===== src/rtl/viterbi_mon_pkg.sv =====
// Shared types and helpers for the Viterbi BER monitor.
// Holds the monitor state encoding and saturating-increment arithmetic.
package viterbi_mon_pkg;

  localparam int LAT_W = 16;
  localparam int SAT_W = 64;

  typedef enum logic [1:0] {
    ST_IDLE  = 2'd0,
    ST_SKIP  = 2'd1,
    ST_RUN   = 2'd2,
    ST_FAULT = 2'd3
  } mon_state_e;

  // Width-generic saturating +1; callers truncate to their own width w.
  function automatic logic [SAT_W-1:0] sat_inc(
    input logic [SAT_W-1:0] v,
    input int               w
  );
    logic [SAT_W-1:0] lim;
    if (w >= SAT_W)
      lim = '1;
    else
      lim = (SAT_W'(1) << w) - SAT_W'(1);
    return (v >= lim) ? v : v + SAT_W'(1);
  endfunction

endpackage


===== src/rtl/viterbi_ber_monitor_bit_fifo.sv =====
// 1-bit synchronous FIFO holding reference bits awaiting comparison.
// Head is a plain read of the stored word: no same-cycle bypass.
module bit_fifo #(
  parameter int DEPTH = 64
) (
  input  logic clk,
  input  logic rst,
  input  logic clr,
  input  logic push,
  input  logic pop,
  input  logic push_bit,
  output logic full,
  output logic empty,
  output logic head
);

  localparam int AW = $clog2(DEPTH);

  logic [DEPTH-1:0] mem;
  logic [AW-1:0]    wr_q;
  logic [AW-1:0]    rd_q;
  logic [AW:0]      cnt_q;
  logic             do_push;
  logic             do_pop;

  assign full    = (cnt_q == (AW+1)'(DEPTH));
  assign empty   = (cnt_q == '0);
  assign head    = mem[rd_q];
  assign do_pop  = pop && !empty;
  assign do_push = push && (!full || do_pop);

  always_ff @(posedge clk) begin
    if (do_push)
      mem[wr_q] <= push_bit;
  end

  always_ff @(posedge clk) begin
    if (!rst || clr) begin
      wr_q  <= '0;
      rd_q  <= '0;
      cnt_q <= '0;
    end else begin
      if (do_push)
        wr_q <= wr_q + AW'(1);
      if (do_pop)
        rd_q <= rd_q + AW'(1);
      unique case ({do_push, do_pop})
        2'b10:   cnt_q <= cnt_q + (AW+1)'(1);
        2'b01:   cnt_q <= cnt_q - (AW+1)'(1);
        default: cnt_q <= cnt_q;
      endcase
    end
  end

endmodule


===== src/rtl/viterbi_ber_monitor.sv =====
// In-order scoreboard comparing encoder input bits with decoder output.
// Reports bit/error counts, longest error run and first-bit latency.
module viterbi_ber_monitor
  import viterbi_mon_pkg::*;
#(
  parameter int DEPTH = 64,
  parameter int SKIP  = 0,
  parameter int CW    = 32
) (
  input  logic             clk,
  input  logic             rst,
  input  logic             clear_i,
  input  logic             ref_valid_i,
  input  logic             ref_bit_i,
  input  logic             dec_valid_i,
  input  logic             dec_bit_i,
  output logic [CW-1:0]    bit_ct_o,
  output logic [CW-1:0]    err_ct_o,
  output logic [CW-1:0]    run_max_o,
  output logic [LAT_W-1:0] first_lat_o,
  output logic             err_o,
  output logic [1:0]       state_o,
  output logic             ovf_o,
  output logic             udf_o
);

  localparam int SKW = $clog2(SKIP + 2);
  localparam mon_state_e EXIT_ST =
    (SKIP > 0) ? ST_SKIP : ST_RUN;

  mon_state_e state_q;
  mon_state_e state_d;
  mon_state_e eff;

  logic fifo_full;
  logic fifo_empty;
  logic fifo_head;
  logic leave_idle;
  logic act_run;
  logic act_skip;
  logic act_live;
  logic push;
  logic pop;
  logic ovf_hit;
  logic udf_hit;
  logic skip_hit;
  logic skip_done;
  logic mis;
  logic lat_tick;

  logic [SKW-1:0]   skip_ct_q;
  logic [SKW-1:0]   skip_nxt;
  logic [CW-1:0]    bit_ct_q;
  logic [CW-1:0]    err_ct_q;
  logic [CW-1:0]    cur_run_q;
  logic [CW-1:0]    run_max_q;
  logic [CW-1:0]    bit_inc;
  logic [CW-1:0]    err_inc;
  logic [CW-1:0]    run_nxt;
  logic [LAT_W-1:0] lat_q;
  logic [LAT_W-1:0] lat_inc;
  logic             lat_on_q;
  logic             lat_done_q;
  logic             err_q;
  logic             ovf_q;
  logic             udf_q;

  bit_fifo #(
    .DEPTH (DEPTH)
  ) u_fifo (
    .clk      (clk),
    .rst      (rst),
    .clr      (clear_i),
    .push     (push),
    .pop      (pop),
    .push_bit (ref_bit_i),
    .full     (fifo_full),
    .empty    (fifo_empty),
    .head     (fifo_head)
  );

  // The IDLE exit cycle already behaves as the destination state.
  assign leave_idle = (state_q == ST_IDLE) &&
                      (ref_valid_i || dec_valid_i);
  assign eff        = leave_idle ? EXIT_ST : state_q;

  assign skip_nxt = skip_ct_q + SKW'(1);
  assign mis      = fifo_head ^ dec_bit_i;
  assign bit_inc  = CW'(sat_inc(SAT_W'(bit_ct_q), CW));
  assign err_inc  = CW'(sat_inc(SAT_W'(err_ct_q), CW));
  assign run_nxt  = CW'(sat_inc(SAT_W'(cur_run_q), CW));
  assign lat_inc  = LAT_W'(sat_inc(SAT_W'(lat_q), LAT_W));
  assign lat_tick = lat_on_q && !lat_done_q && act_live;

  always_ff @(posedge clk) begin
    if (!rst || clear_i)
      state_q <= ST_IDLE;
    else
      state_q <= state_d;
  end

  always_comb begin
    state_d = eff;
    if (ovf_hit || udf_hit)
      state_d = ST_FAULT;
    else if (skip_done)
      state_d = ST_RUN;
  end

  always_comb begin
    act_run   = 1'b0;
    act_skip  = 1'b0;
    act_live  = 1'b0;
    unique case (eff)
      ST_RUN: begin
        act_run  = 1'b1;
        act_live = 1'b1;
      end
      ST_SKIP: begin
        act_skip = 1'b1;
        act_live = 1'b1;
      end
      ST_FAULT: act_live = 1'b0;
      ST_IDLE:  act_live = 1'b0;
    endcase
    pop       = act_run && dec_valid_i && !fifo_empty;
    udf_hit   = act_run && dec_valid_i && fifo_empty;
    push      = act_live && ref_valid_i &&
                (!fifo_full || pop);
    ovf_hit   = act_live && ref_valid_i &&
                fifo_full && !pop;
    skip_hit  = act_skip && dec_valid_i;
    skip_done = skip_hit && (skip_nxt == SKW'(SKIP));
  end

  always_ff @(posedge clk) begin
    if (!rst || clear_i) begin
      skip_ct_q  <= '0;
      bit_ct_q   <= '0;
      err_ct_q   <= '0;
      cur_run_q  <= '0;
      run_max_q  <= '0;
      lat_q      <= '0;
      lat_on_q   <= 1'b0;
      lat_done_q <= 1'b0;
      err_q      <= 1'b0;
      ovf_q      <= 1'b0;
      udf_q      <= 1'b0;
    end else begin
      err_q <= 1'b0;
      if (ovf_hit)
        ovf_q <= 1'b1;
      if (udf_hit)
        udf_q <= 1'b1;
      if (skip_hit)
        skip_ct_q <= skip_nxt;
      if (push)
        lat_on_q <= 1'b1;
      if (lat_tick)
        lat_q <= lat_inc;
      if (pop) begin
        lat_done_q <= 1'b1;
        bit_ct_q   <= bit_inc;
        if (mis) begin
          err_ct_q  <= err_inc;
          err_q     <= 1'b1;
          cur_run_q <= run_nxt;
          if (run_nxt > run_max_q)
            run_max_q <= run_nxt;
        end else begin
          cur_run_q <= '0;
        end
      end
    end
  end

  assign bit_ct_o    = bit_ct_q;
  assign err_ct_o    = err_ct_q;
  assign run_max_o   = run_max_q;
  assign first_lat_o = lat_q;
  assign err_o       = err_q;
  assign state_o     = state_q;
  assign ovf_o       = ovf_q;
  assign udf_o       = udf_q;

endmodule

===== config.mk =====
export PLATFORM = sky130hd
export DESIGN_NAME = viterbi_ber_monitor
export DESIGN_NICKNAME = d
export VERILOG_FILES = /design/src/rtl/viterbi_mon_pkg.sv /design/src/rtl/viterbi_ber_monitor_bit_fifo.sv /design/src/rtl/viterbi_ber_monitor.sv
export SDC_FILE = /design/constraint.sdc
export NUM_CORES = 1
export LEC_CHECK = 0
export ABC_CLOCK_PERIOD_IN_PS = 8200
export CORE_MARGIN = 2
export CORE_UTILIZATION = 55
export DETAILED_ROUTE_END_ITERATION = 16
export GPL_ROUTABILITY_DRIVEN = 0
export GPL_TIMING_DRIVEN = 0
export PLACE_DENSITY = 0.82
export REMOVE_ABC_BUFFERS = 1
export SLEW_MARGIN = 20
export SYNTH_ARGS = -nofsm -noshare
export SYNTH_HDL_FRONTEND = slang
export SYNTH_HIERARCHICAL = 1
export SYNTH_SLANG_ARGS = --single-unit

===== constraint.sdc =====
create_clock -name clk -period 8.2 [get_ports clk]
set_input_delay 2.46 -clock clk [delete_from_list [all_inputs] [get_ports clk]]
set_output_delay 2.46 -clock clk [all_outputs]
set_load 0.01 [all_outputs]

* Word level (Yosys, flattened, before mapping) *
Cells that the tools add are included.

storage, ports and cells
  bits in registers = 235
  bits of input ports = 7
  output and inout bits = 117
  word-level logic and storage cells = 96

operators by class
  add/subtract/negate cells = 9
  $lt $le $gt $ge = 8
  equality and inequality tests = 6
  muxes and demuxes = 15
  bitwise logic cells = 6
  reductions and logical operators = 36

operator list
  operator                                                                              count
  32-bit by 1-bit adder with 32-bit output (second input constant)                      3
  32-bit greater-or-equal comparator (second input constant)                            3
  64-bit bitwise mux                                                                    1
  32-bit 2-to-1 mux                                                                     2
  32-bit > comparator                                                                   1
  16-bit by 1-bit adder with 16-bit output (second input constant)                      1
  16-bit greater-or-equal comparator (second input constant)                            1
  1-bit logical AND                                                                     15
  6-bit by 7-bit less-than comparator with 1-bit output (second input constant)         2
  7-bit one-hot mux with 2 select lines                                                 1
  6-bit by 1-bit adder with 6-bit output (second input constant)                        2
  7-bit by 1-bit adder with 7-bit output (second input constant)                        1
  7-bit == test (second input constant)                                                 1
  7-bit zero test                                                                       1
  7-bit by 1-bit subtractor with 7-bit output (second input constant)                   1
  1-bit binary-select mux with 6-bit select                                             1
  1-bit demux with 6-bit select                                                         1
  2-bit == test (second input constant)                                                 3
  6-bit by 1-bit greater-or-equal comparator with 1-bit output (second input constant)  1
  2-bit 2-to-1 mux                                                                      3
  3-bit AND reduction                                                                   2
  2-bit OR reduction                                                                    3
  1-bit zero test                                                                       5
  1-bit logical OR                                                                      5
  9 further kinds                                                                       20

* Logic depth before layout (Yosys ltp) *
Gate-level depths: netlist of run 1.

  word-level depth = 12
  depth in mapped cells = 17

* By module *
The synthesis of run 1 kept the hierarchy.

by module, submodules not included
  module               instances  cells each  area each (µm²)
  viterbi_ber_monitor  1          984         8217.9
  bit_fifo             1          339         4027.6

* Worst setup path before layout of run 1 *
OpenSTA, ideal clock, no wires.

  kind = input to register
  start point = input ref_valid_i
  end point = register u_fifo.cnt_q[6]
  library setup time = 0.127 ns
  arrival = 5.348 ns
  data required time = 8.073 ns
  slack = 2.726 ns
  stages = 16
  buffers on the path = 2
  cells stage by stage = nor2_1 -> o21bai_1 -> ha_1 -> nand3b_1 -> clkbuf_1 -> a21boi_0 -> inv_1 -> nand2b_1 -> buf_6 -> inv_4 -> fa_1 -> a211oi_1 -> o21bai_1 -> a21oi_1 -> mux2i_1 -> nand3_1

between the ends
  word-level cells in the longest chain between the ends = 12

RTL lines
  element                                                                             RTL line                            RTL
  from (decl)                                                                         viterbi_ber_monitor.sv:13           input logic ref_valid_i,
  parallel branches: the longest is 8 deep, another holds 2-bit 2-to-1 mux            n/a
  1-bit logical AND *                                                                 viterbi_ber_monitor.sv:128          push = act_live && ref_valid_i &&
  named net push                                                                      viterbi_ber_monitor.sv:42           logic push;
  1-bit logical AND *                                                                 viterbi_ber_monitor_bit_fifo.sv:30  assign do_push = push && (!full || do_pop);
  2-bit by 1-bit == test with 1-bit output / 2-bit == test (equally long branches)    viterbi_ber_monitor_bit_fifo.sv:47  unique case ({do_push, do_pop})
  7-bit one-hot mux with 2 select lines / 2-bit nonzero test (equally long branches)  n/a
  to (signal assigned)                                                                viterbi_ber_monitor_bit_fifo.sv:48  2'b10: cnt_q <= cnt_q + (AW+1)'(1);
  to (signal assigned)                                                                viterbi_ber_monitor_bit_fifo.sv:49  2'b01: cnt_q <= cnt_q - (AW+1)'(1);
  to (signal assigned)                                                                viterbi_ber_monitor_bit_fifo.sv:50  default: cnt_q <= cnt_q;
  to (decl)                                                                           viterbi_ber_monitor_bit_fifo.sv:22  logic [AW:0] cnt_q;

Mark *: on every way through the listed nets, which the timed path passes.
A chain may end at the register's enable or synchronous reset.

* Final worst setup path of run 1 *
  start point = input dec_valid_i
  end point = register u_fifo.cnt_q[6]

between the ends
  word-level cells in the longest chain between the ends = 12

RTL lines
  element                                                                                         RTL line                   RTL
  from (decl)                                                                                     viterbi_ber_monitor.sv:15  input logic dec_valid_i,
  parallel branches: the longest is 12 deep, another holds 7-bit one-hot mux with 2 select lines  n/a

Several ways; the timed one is not identified.

==> results.json, run 1 <==
{
  "outcome": "completed",
  "slew_headroom_pct": 35.9,
  "root_buffer": "clkbuf_16",
  "post-route-min-period_ps": 6550,
  "numCtsBuffers": 26,
  "max_freq_ghz": 0.153,
  "antenna_cells": 0,
  "antenna_found_initial": 0,
  "syn_area_per_cell_um2": 9.26,
  "clkPwrFrac_pct": 46.2,
  "hold_violations": 0,
  "h-tree-depth": 1,
  "grt_max_degree": 66,
  "cts_resized": 0,
  "syn-cell-area_um2": 12200,
  "track_usage_pct": 23.7,
  "endpoint_kind": "flip-flop",
  "synth_ff_type": "dfxtp_1",
  "synth_top_area_share_pct": 28.0,
  "power_switching_uw": 547,
  "cts.sinks": 235,
  "route.final.wire_length_um": 28500,
  "cp.arrival_ps": 6950,
  "hold_path_class": "reg -> reg",
  "avgViaCountPerCell": 6.00,
  "drc": 0,
  "total_power_uw": 2450,
  "power_leakage_uw": 0.00501,
  "layout_common_cells": "nor2_1, dfxtp_1, clkdlybuf4s50_1",
  "firstDrtPassIters": 5,
  "grt_first_pass_wirelength_um": 47700,
  "initial_core_util_pct": 56.1,
  "drive_gt1_share_pct": 7.33,
  "dpl_cell_area_um2": 13700,
  "ys_seq_elements": 235,
  "worst_setup_path_start_kind": "input port",
  "irDropWorstVdd_v": 0.000133,
  "fp.dieW_um": 153,
  "grt_pass1_vias": 9721,
  "final_common_cell": "nor2_1",
  "setup-tns-final_ps": 0,
  "hold_buffers": 0,
  "die_h_um": 153,
  "num_rows": 54,
  "tritoncts": "built",
  "drtIter0Drc": 689,
  "finalNetCount": 1465,
  "final_antenna_net_count": 0,
  "ioPinCount": 124,
  "skew_ps": 9.91,
  "area_growth_pct": 18.6,
  "io_buffers": 123,
  "synth_cell_types": 86,
  "worst_slew_pin_slew_ps": 959,
  "switching_share_pct": 22.3,
  "final_max_slew_viol_count": 0,
  "synth_cells": 1323,
  "via_count": 10300,
  "utilization_pct": 66.5,
  "final_area_um2": 14500,
  "p_comb_share_pct": 4.7,
  "drv_cap": 0,
  "synth.largest_area_cell": "dfxtp_1",
  "place_ws_ps": 1240,
  "yosys_warnings": 6,
  "post_synth_main_area_contributors": "dfxtp_1, edfxtp_1, nor2_1",
  "p_int_uw": 1900,
  "synthArstFlopShare_pct": 0,
  "seqPwrFrac_pct": 49.1,
  "clock_latency_ps": 530,
  "wl_per_cell_um": 16.6,
  "clock_path_buffers": 3,
  "power_per_cell_area_nw_per_um2": 169,
  "layout_setup_ws_ps": 1650,
  "cp.required_ps": 8600,
  "synth_edf_count": 64,
  "core_um2": 21800,
  "grt.overflow.total": 0,
  "critPathMaxFanout": 20,
  "period_share_pct": 79.9,
  "setup_viol": 0,
  "dieArea_um2": 23500,
  "ys_seq_area_share_pct": 43.6,
  "clk_pin_slew_worst_paths_ps": 60,
  "hpwl_um": 19600,
  "rsz0062_at_grt": "false",
  "cts_setup_buffers": 0,
  "worstSetupPathType": "in -> reg"
}
-- stage by stage --
stage	instances	hold slack, ps
6_report	1713	482
5_1_grt	1713	513
4_1_cts	1713	479
3_5_place_dp	1665	459
3_3_place_gp	1659	445
2_1_floorplan	1256	432
-- critical path, cell delays in order --
cell and delay (ps):
clkdlybuf4s50_1 590, nor2_1 60, o21bai_1 130, ha_1 230, nand3b_1 460, buf_6 360
inv_2 360, o41ai_4 240, nand2b_1 360, inv_4 210, ha_1 300, a211oi_1 390
o21bai_1 170, a21oi_1 270, mux2i_1 230, nand3_1 90
-- state kept, by name (all words and copies together) (netlist names) --
signal / cells
first_lat_o: 16
udf_o: 1
run_max_o: 32
u_fifo/wr_q: 6
u_fifo/mem: 64
lat_on_q: 1
err_o: 1
u_fifo/cnt_q: 7
state_o: 2
lat_done_q: 1
skip_ct_q: 1
u_fifo/rd_q: 6
err_ct_o: 32
ovf_o: 1
cur_run_q: 32
bit_ct_o: 32
-- kinds of logic after synthesis --
family                   count (synthesis)  synth area share [%]
XOR/XNOR                               102                  7.30
AND/OR/NAND/NOR                        549                  22.8
flip-flops                             235                  43.6
buffers and inverters                  113                  3.95
adder cells (fa/ha/maj)                 45                  4.66
AO/OA/AOI/OAI                          249                  13.8
multiplexers                            30                  3.89
-- final timing paths --
| check | start | cells past startpoint | endpoint | slack [ps] |
|---|---|---|---|---|
| worst max-delay path | dec_valid_i | 16 | u_fifo/cnt_q[6] | 1650 |
| worst min-delay path | udf_o | 2 | udf_o | 480 |
| worst max register to register | u_fifo/cnt_q[0] | 14 | u_fifo/cnt_q[6] | 3510 |
| worst min register to register | udf_o | 2 | udf_o | 480 |
-- power by group through the flow --
stage | Combinational, uW | Sequential (uW) | Clock (uW)
after floorplan | 66.6 | 1230 | 0
after detailed placement | 113 | 1230 | 0
after global routing | 126 | 1200 | 1200
after CTS | 114 | 1200 | 1150
after global placement | 104 | 1230 | 0
final | 115 | 1200 | 1130
-- routing by layer --
metal / share of wire, % / global-route usage [%] / vias to the layer above
met4: 1.6 / 6.22 / 0
met3: 6.7 / 3.29 / 36
met5: 0 / 0 / -
li1: - / - / 5017
met1: 43 / 32.2 / 4897
met2: 48 / 40.0 / 328
-- Yosys cell counts, drive strengths merged, types with 7 or more instances --
| library cell | instances |
|---|---|
| o21ai | 39 |
| nor2b | 11 |
| nand3b | 7 |
| nand2b | 7 |
| buf | 24 |
| inv | 46 |
| xnor2 | 46 |
| nand2 | 81 |
| xor2 | 56 |
| mux2i | 15 |
| nor4 | 17 |
| clkbuf | 43 |
| mux4 | 14 |
| and4 | 12 |
| a21oi | 95 |
| and2 | 15 |
| nand3 | 62 |
| o211a | 9 |
| edfxtp | 64 |
| dfxtp | 171 |
| a211oi | 26 |
| a31oi | 9 |
| nand4 | 57 |
| nor2 | 191 |
| or3 | 20 |
| a22oi | 11 |
| nor3 | 20 |
| ha | 44 |
| and3 | 30 |
-- cell type report --
type | instances | area (um2)
sequential | 235 | 5350
inverter | 46 | 175
fill | 1709 | 7300
tap | 280 | 350
timing repair buffer | 129 | 1340
clock inverter | 14 | 106
clock buffer | 34 | 741
multi-input combinational | 975 | 6460
Note: power is estimated with default switching activity, not from simulation.
==> inputs of run 2 (changes only) <==
ABC_CLOCK_PERIOD_IN_PS = 6300   (was 8200)
clock period = 6.3 ns   (was 8.2 ns; I/O delays follow)
==> run 2 against run 1 <==
Largest cell class unchanged. Total power rose by 30%. Sequential share of layout area barely moved. Register-to-register slack got worse by 1800 ps.
==> results.json, run 2 (same netlist as run 1, synthesis figures left out) <==
{
  "outcome": "completed",
  "ioPinCount": 124,
  "root_buffer": "clkbuf_16",
  "clk_pin_slew_worst_paths_ps": 60,
  "hold_violations": 0,
  "holdCritStartpoint": "run_max_o[20]",
  "endpoint_kind": "flip-flop",
  "critPathMaxFanout": 20,
  "dpl_cell_area_um2": 13700,
  "period_share_pct": 88.3,
  "rsz0062_at_grt": "false",
  "hpwl_um": 19600,
  "final_common_cell": "nor2_1",
  "drv_cap": 0,
  "drive_gt1_share_pct": 7.46,
  "io_buffers": 123,
  "slowest_stage": "clkdlybuf4s50_1",
  "worst_slew_pin_slew_ps": 949,
  "tritoncts": "built",
  "critPathMaxStageDelay_ps": 590,
  "track_usage_pct": 23.7,
  "dieArea_um2": 23500,
  "core_um2": 21800,
  "path_cells": "clkdlybuf4s50_1 -> nor2_1 -> o21bai_1 -> ha_1 -> nand3b_1 -> buf_6 -> inv_2 -> o41ai_4 -> nand2b_1 -> inv_4 -> ha_1 -> a211oi_1 -> o21bai_1 -> a21oi_1 -> mux2i_1 -> nand3_1",
  "fp.dieW_um": 153,
  "setup-tns-final_ps": 0,
  "finalNetCount": 1467,
  "initial_core_util_pct": 56.1,
  "clock_latency_ps": 530,
  "final_max_slew_viol_count": 0,
  "wl_per_cell_um": 16.6,
  "largest_register": "u_fifo/mem",
  "area_growth_pct": 18.7,
  "antenna_cells": 0,
  "drtIter0Drc": 675,
  "crit_buf_inv": 4,
  "post-route-min-period_ps": 5560,
  "path_delay_family": "buffers and inverters",
  "numCtsBuffers": 26,
  "slew_headroom_pct": 36.6,
  "grt.overflow.total": 0,
  "critPathLaunch": "dec_valid_i",
  "clock_path_buffers": 3,
  "p_comb_share_pct": 4.7,
  "power_leakage_uw": 0.00502,
  "worstSetupPathType": "in -> reg",
  "hold_buffers": 0,
  "cp.arrival_ps": 5960,
  "via_count": 10300,
  "irDropWorstVdd_v": 0.000173,
  "clkPwrFrac_pct": 46.2,
  "largest_reg_flops": 64,
  "grt_first_pass_wirelength_um": 47700,
  "route.final.wire_length_um": 28500,
  "avgViaCountPerCell": 5.98,
  "grt_max_degree": 66,
  "r2r-start": "u_fifo/rd_q[0]",
  "h-tree-depth": 1,
  "max_freq_ghz": 0.180,
  "firstDrtPassIters": 5,
  "power_switching_uw": 712,
  "final_antenna_net_count": 0,
  "switching_share_pct": 22.3,
  "power_per_cell_area_nw_per_um2": 220,
  "cts.sinks": 235,
  "drc": 0,
  "die_h_um": 153,
  "skew_ps": 10.1,
  "antenna_found_initial": 0,
  "setup_viol": 0,
  "seqPwrFrac_pct": 49.0,
  "final_area_um2": 14500,
  "cp.required_ps": 6700,
  "hold_path_class": "reg -> reg",
  "grt_pass1_vias": 9721,
  "worst_setup_path_start_kind": "input port",
  "p_int_uw": 2480,
  "layout_common_cells": "nor2_1, dfxtp_1, clkdlybuf4s50_1",
  "num_rows": 54
}
[run 2: final cells by class]
| type | instances | area, um2 |
|---|---|---|
| Inverter | 46 | 175 |
| Fill cell | 1706 | 7290 |
| Multi-Input combinational cell | 975 | 6460 |
| Clock buffer | 34 | 741 |
| Timing Repair Buffer | 131 | 1360 |
| Clock inverter | 14 | 106 |
| Sequential cell | 235 | 5350 |
| Tap cell | 280 | 350 |
[run 2: tightest hold or removal path: stages, from the launching register on]
cell and delay (ps):
dfxtp_1 310, inv_1 70, a211oi_1 60
[run 2: final timing paths]
path,to,slack (ps),cells past startpoint
setup / recovery,u_fifo/cnt_q[6],740,16
hold / removal,run_max_o[20],480,2
setup reg to reg,run_max_o[26],1720,12
hold reg to reg,run_max_o[20],480,2
[run 2: per-stage QoR]
step / utilization, % / std cells / hold slack (ps) / total power, uW / setup WS, ps
floorplan: - / 1256 / 432 / 1690 / 923
global placement: 61.9 / 1659 / 445 / 1730 / -1120
detailed placement: 62.6 / 1665 / 459 / 1740 / -88.0
CTS: 66.5 / 1713 / 479 / 3210 / 414
global route: 66.6 / 1715 / 513 / 3290 / 429
finish: 66.6 / 1715 / 485 / 3190 / 737
[run 2: power by group through the flow]
stage	logic [uW]	clock network (uW)	registers, uW
final	151	1470	1560
after detailed placement	147	0	1600
after floorplan	86.7	0	1600
after CTS	148	1500	1560
after global routing	165	1560	1560
after global placement	135	0	1600
[run 2: per-layer routing]
layer | GRT usage, % | routed length, um | share of wire (%) | up-vias
li1 | - | - | - | 5009
met1 | 32.2 | 12600 | 44 | 4894
met2 | 40.0 | 13700 | 48 | 316
met3 | 3.29 | 1740 | 6.1 | 36
met4 | 6.22 | 470 | 1.6 | 0
met5 | 0 | 0 | 0 | -
[run 2: what timing repair did]
item / 4_1_cts / 5_1_grt
resized for setup: 0 / 1
buffers inserted: 0 / 2
hold endpoints to repair: 0 / 0
endpoints found under the setup margin: 0 / 1
==> inputs of run 3 (changes only) <==
ABC_CLOCK_PERIOD_IN_PS = 5670   (was 6300)
clock period = 5.67 ns   (was 6.3 ns; I/O delays follow)
==> run 3 against run 2 <==
Sequential power grew 12%. Routed wire length down 0.20%. Global-route usage about the same. Register-to-register slack lost 670 ps. Critical endpoint unchanged.
==> results.json, run 3 (same netlist as run 1, synthesis figures left out) <==
{
  "final_antenna_net_count": 0,
  "slew_headroom_pct": 36.6,
  "tritoncts": "built",
  "antenna_cells": 0,
  "dieArea_um2": 23500,
  "max_freq_ghz": 0.187,
  "n_fill_cell": 1707,
  "critPathMaxFanout": 20,
  "antenna_found_initial": 0,
  "switching_share_pct": 22.3,
  "grt_first_pass_wirelength_um": 47800,
  "outcome": "completed",
  "hold_end": "lat_on_q",
  "final_common_cell": "nor2_1",
  "largest_register": "u_fifo/mem",
  "seqPwrFrac_pct": 49.0,
  "route.final.wire_length_um": 28500,
  "area_growth_pct": 18.6,
  "ff2ff_setup_slack_ps": 1050,
  "total_power_uw": 3540,
  "r2r_end": "run_max_o[14]",
  "h-tree-depth": 1,
  "track_usage_pct": 23.7,
  "drc": 0,
  "drtIter0Drc": 733,
  "clk_pin_slew_worst_paths_ps": 50,
  "p_int_uw": 2750,
  "multiInputGateArea_um2": 6460,
  "die_h_um": 153,
  "wl_per_cell_um": 16.6,
  "drv_cap": 0,
  "post-route-min-period_ps": 5360,
  "layout_common_cells": "nor2_1, dfxtp_1, clkdlybuf4s50_1",
  "whs_ps": 477,
  "rsz0062_at_grt": "false",
  "fp.dieW_um": 153,
  "hold_depth": 2,
  "hold_violations": 0,
  "skew_ps": 10.2,
  "grt_max_degree": 66,
  "period_share_pct": 94.5,
  "hpwl_um": 19600,
  "power_switching_uw": 791,
  "ioPinCount": 124,
  "clkPwrFrac_pct": 46.2,
  "initial_core_util_pct": 56.1,
  "hold_buffers": 0,
  "cts.sinks": 235,
  "power_per_cell_area_nw_per_um2": 244,
  "worst_slew_pin_slew_ps": 949,
  "hold_path_class": "reg -> reg",
  "irDropWorstVdd_v": 0.000192,
  "holdCritStartpoint": "lat_on_q",
  "via_count": 10300,
  "firstDrtPassIters": 5,
  "grt_pass1_vias": 9720,
  "drive_gt1_share_pct": 7.39,
  "largest_reg_flops": 64,
  "setup_viol": 0,
  "worstSetupPathType": "in -> reg",
  "final-seq-area_um2": 5350,
  "reg2reg_depth": 12,
  "power_leakage_uw": 0.00501,
  "root_buffer": "clkbuf_16",
  "endpoint_kind": "flip-flop",
  "p_comb_share_pct": 4.7,
  "cp.arrival_ps": 5750,
  "grt.overflow.total": 0,
  "cp.required_ps": 6070,
  "r2r-start": "cur_run_q[17]",
  "clock_path_buffers": 3,
  "final_max_slew_viol_count": 0,
  "worst_setup_path_start_kind": "input port",
  "core_um2": 21800,
  "setup-tns-final_ps": 0,
  "num_rows": 54,
  "finalNetCount": 1466,
  "avgViaCountPerCell": 6.00,
  "io_buffers": 123,
  "numCtsBuffers": 26,
  "clock_latency_ps": 530
}
-- run 3: worst max-delay path by stage --
stage | startpoint | end | slack, ps | depth (start not counted)
5_1_grt | dec_valid_i | u_fifo/cnt_q[6] | 0.5 | 16
2_1_floorplan | ref_valid_i | u_fifo/cnt_q[6] | 480 | 14
6_report | dec_valid_i | u_fifo/cnt_q[6] | 310 | 16
4_1_cts | dec_valid_i | u_fifo/cnt_q[6] | 340 | 15
3_3_place_gp | dec_valid_i | run_max_o[10] | -1560 | 11
3_5_place_dp | dec_valid_i | u_fifo/cnt_q[6] | -530 | 16
-- run 3: timing repair --
action,CTS,global route
resized for setup,0,1
setup buffers,1,0
gates cloned,0,0
endpoints found under the setup margin,4,1
-- run 3: area by class of cell --
type / count / share of cell area (%)
clock buffers: 34 / 5.10
inverters: 46 / 1.21
well taps: 280 / 2.41
clock inverters: 14 / 0.732
multi-input cells: 975 / 44.5
flip-flops and latches: 235 / 36.8
repair buffers: 130 / 9.29
-- run 3: critical path, stage by stage --
cell and delay, ps:
clkdlybuf4s50_1 590, nor2_1 60, o21bai_1 130, ha_1 230
nand3b_1 180, buf_6 220, inv_2 340, o41ai_4 240
nand2b_1 360, inv_4 210, ha_1 300, a211oi_1 390
o21bai_1 170, a21oi_1 270, mux2i_1 220, nand3_1 90
-- run 3: power groups by stage --
stage	sequential (uW)	clock (uW)	combinational [uW]
6_report	1740	1640	167
5_1_grt	1740	1730	183
4_1_cts	1740	1670	166
3_5_place_dp	1770	0	163
3_3_place_gp	1780	0	150
2_1_floorplan	1780	0	96.4
-- run 3: per-stage QoR --
stage	util (%)	cell area (um2)	worst slack (ps)	instances
after CTS	66.5	14500	340	1714
after detailed placement	62.6	13700	-529	1665
after floorplan	-	11900	482	1256
final	66.6	14500	314	1714
after global placement	61.9	13500	-1560	1659
after global routing	66.6	14500	0.501	1714
-- run 3: per-layer routing --
metal / track usage (%) / share of wire (%) / vias up
met5: 0 / 0 / -
met4: 6.22 / 1.7 / 0
met3: 3.29 / 6.2 / 36
met2: 40.0 / 48 / 315
met1: 32.3 / 44 / 4916
li1: - / - / 5010
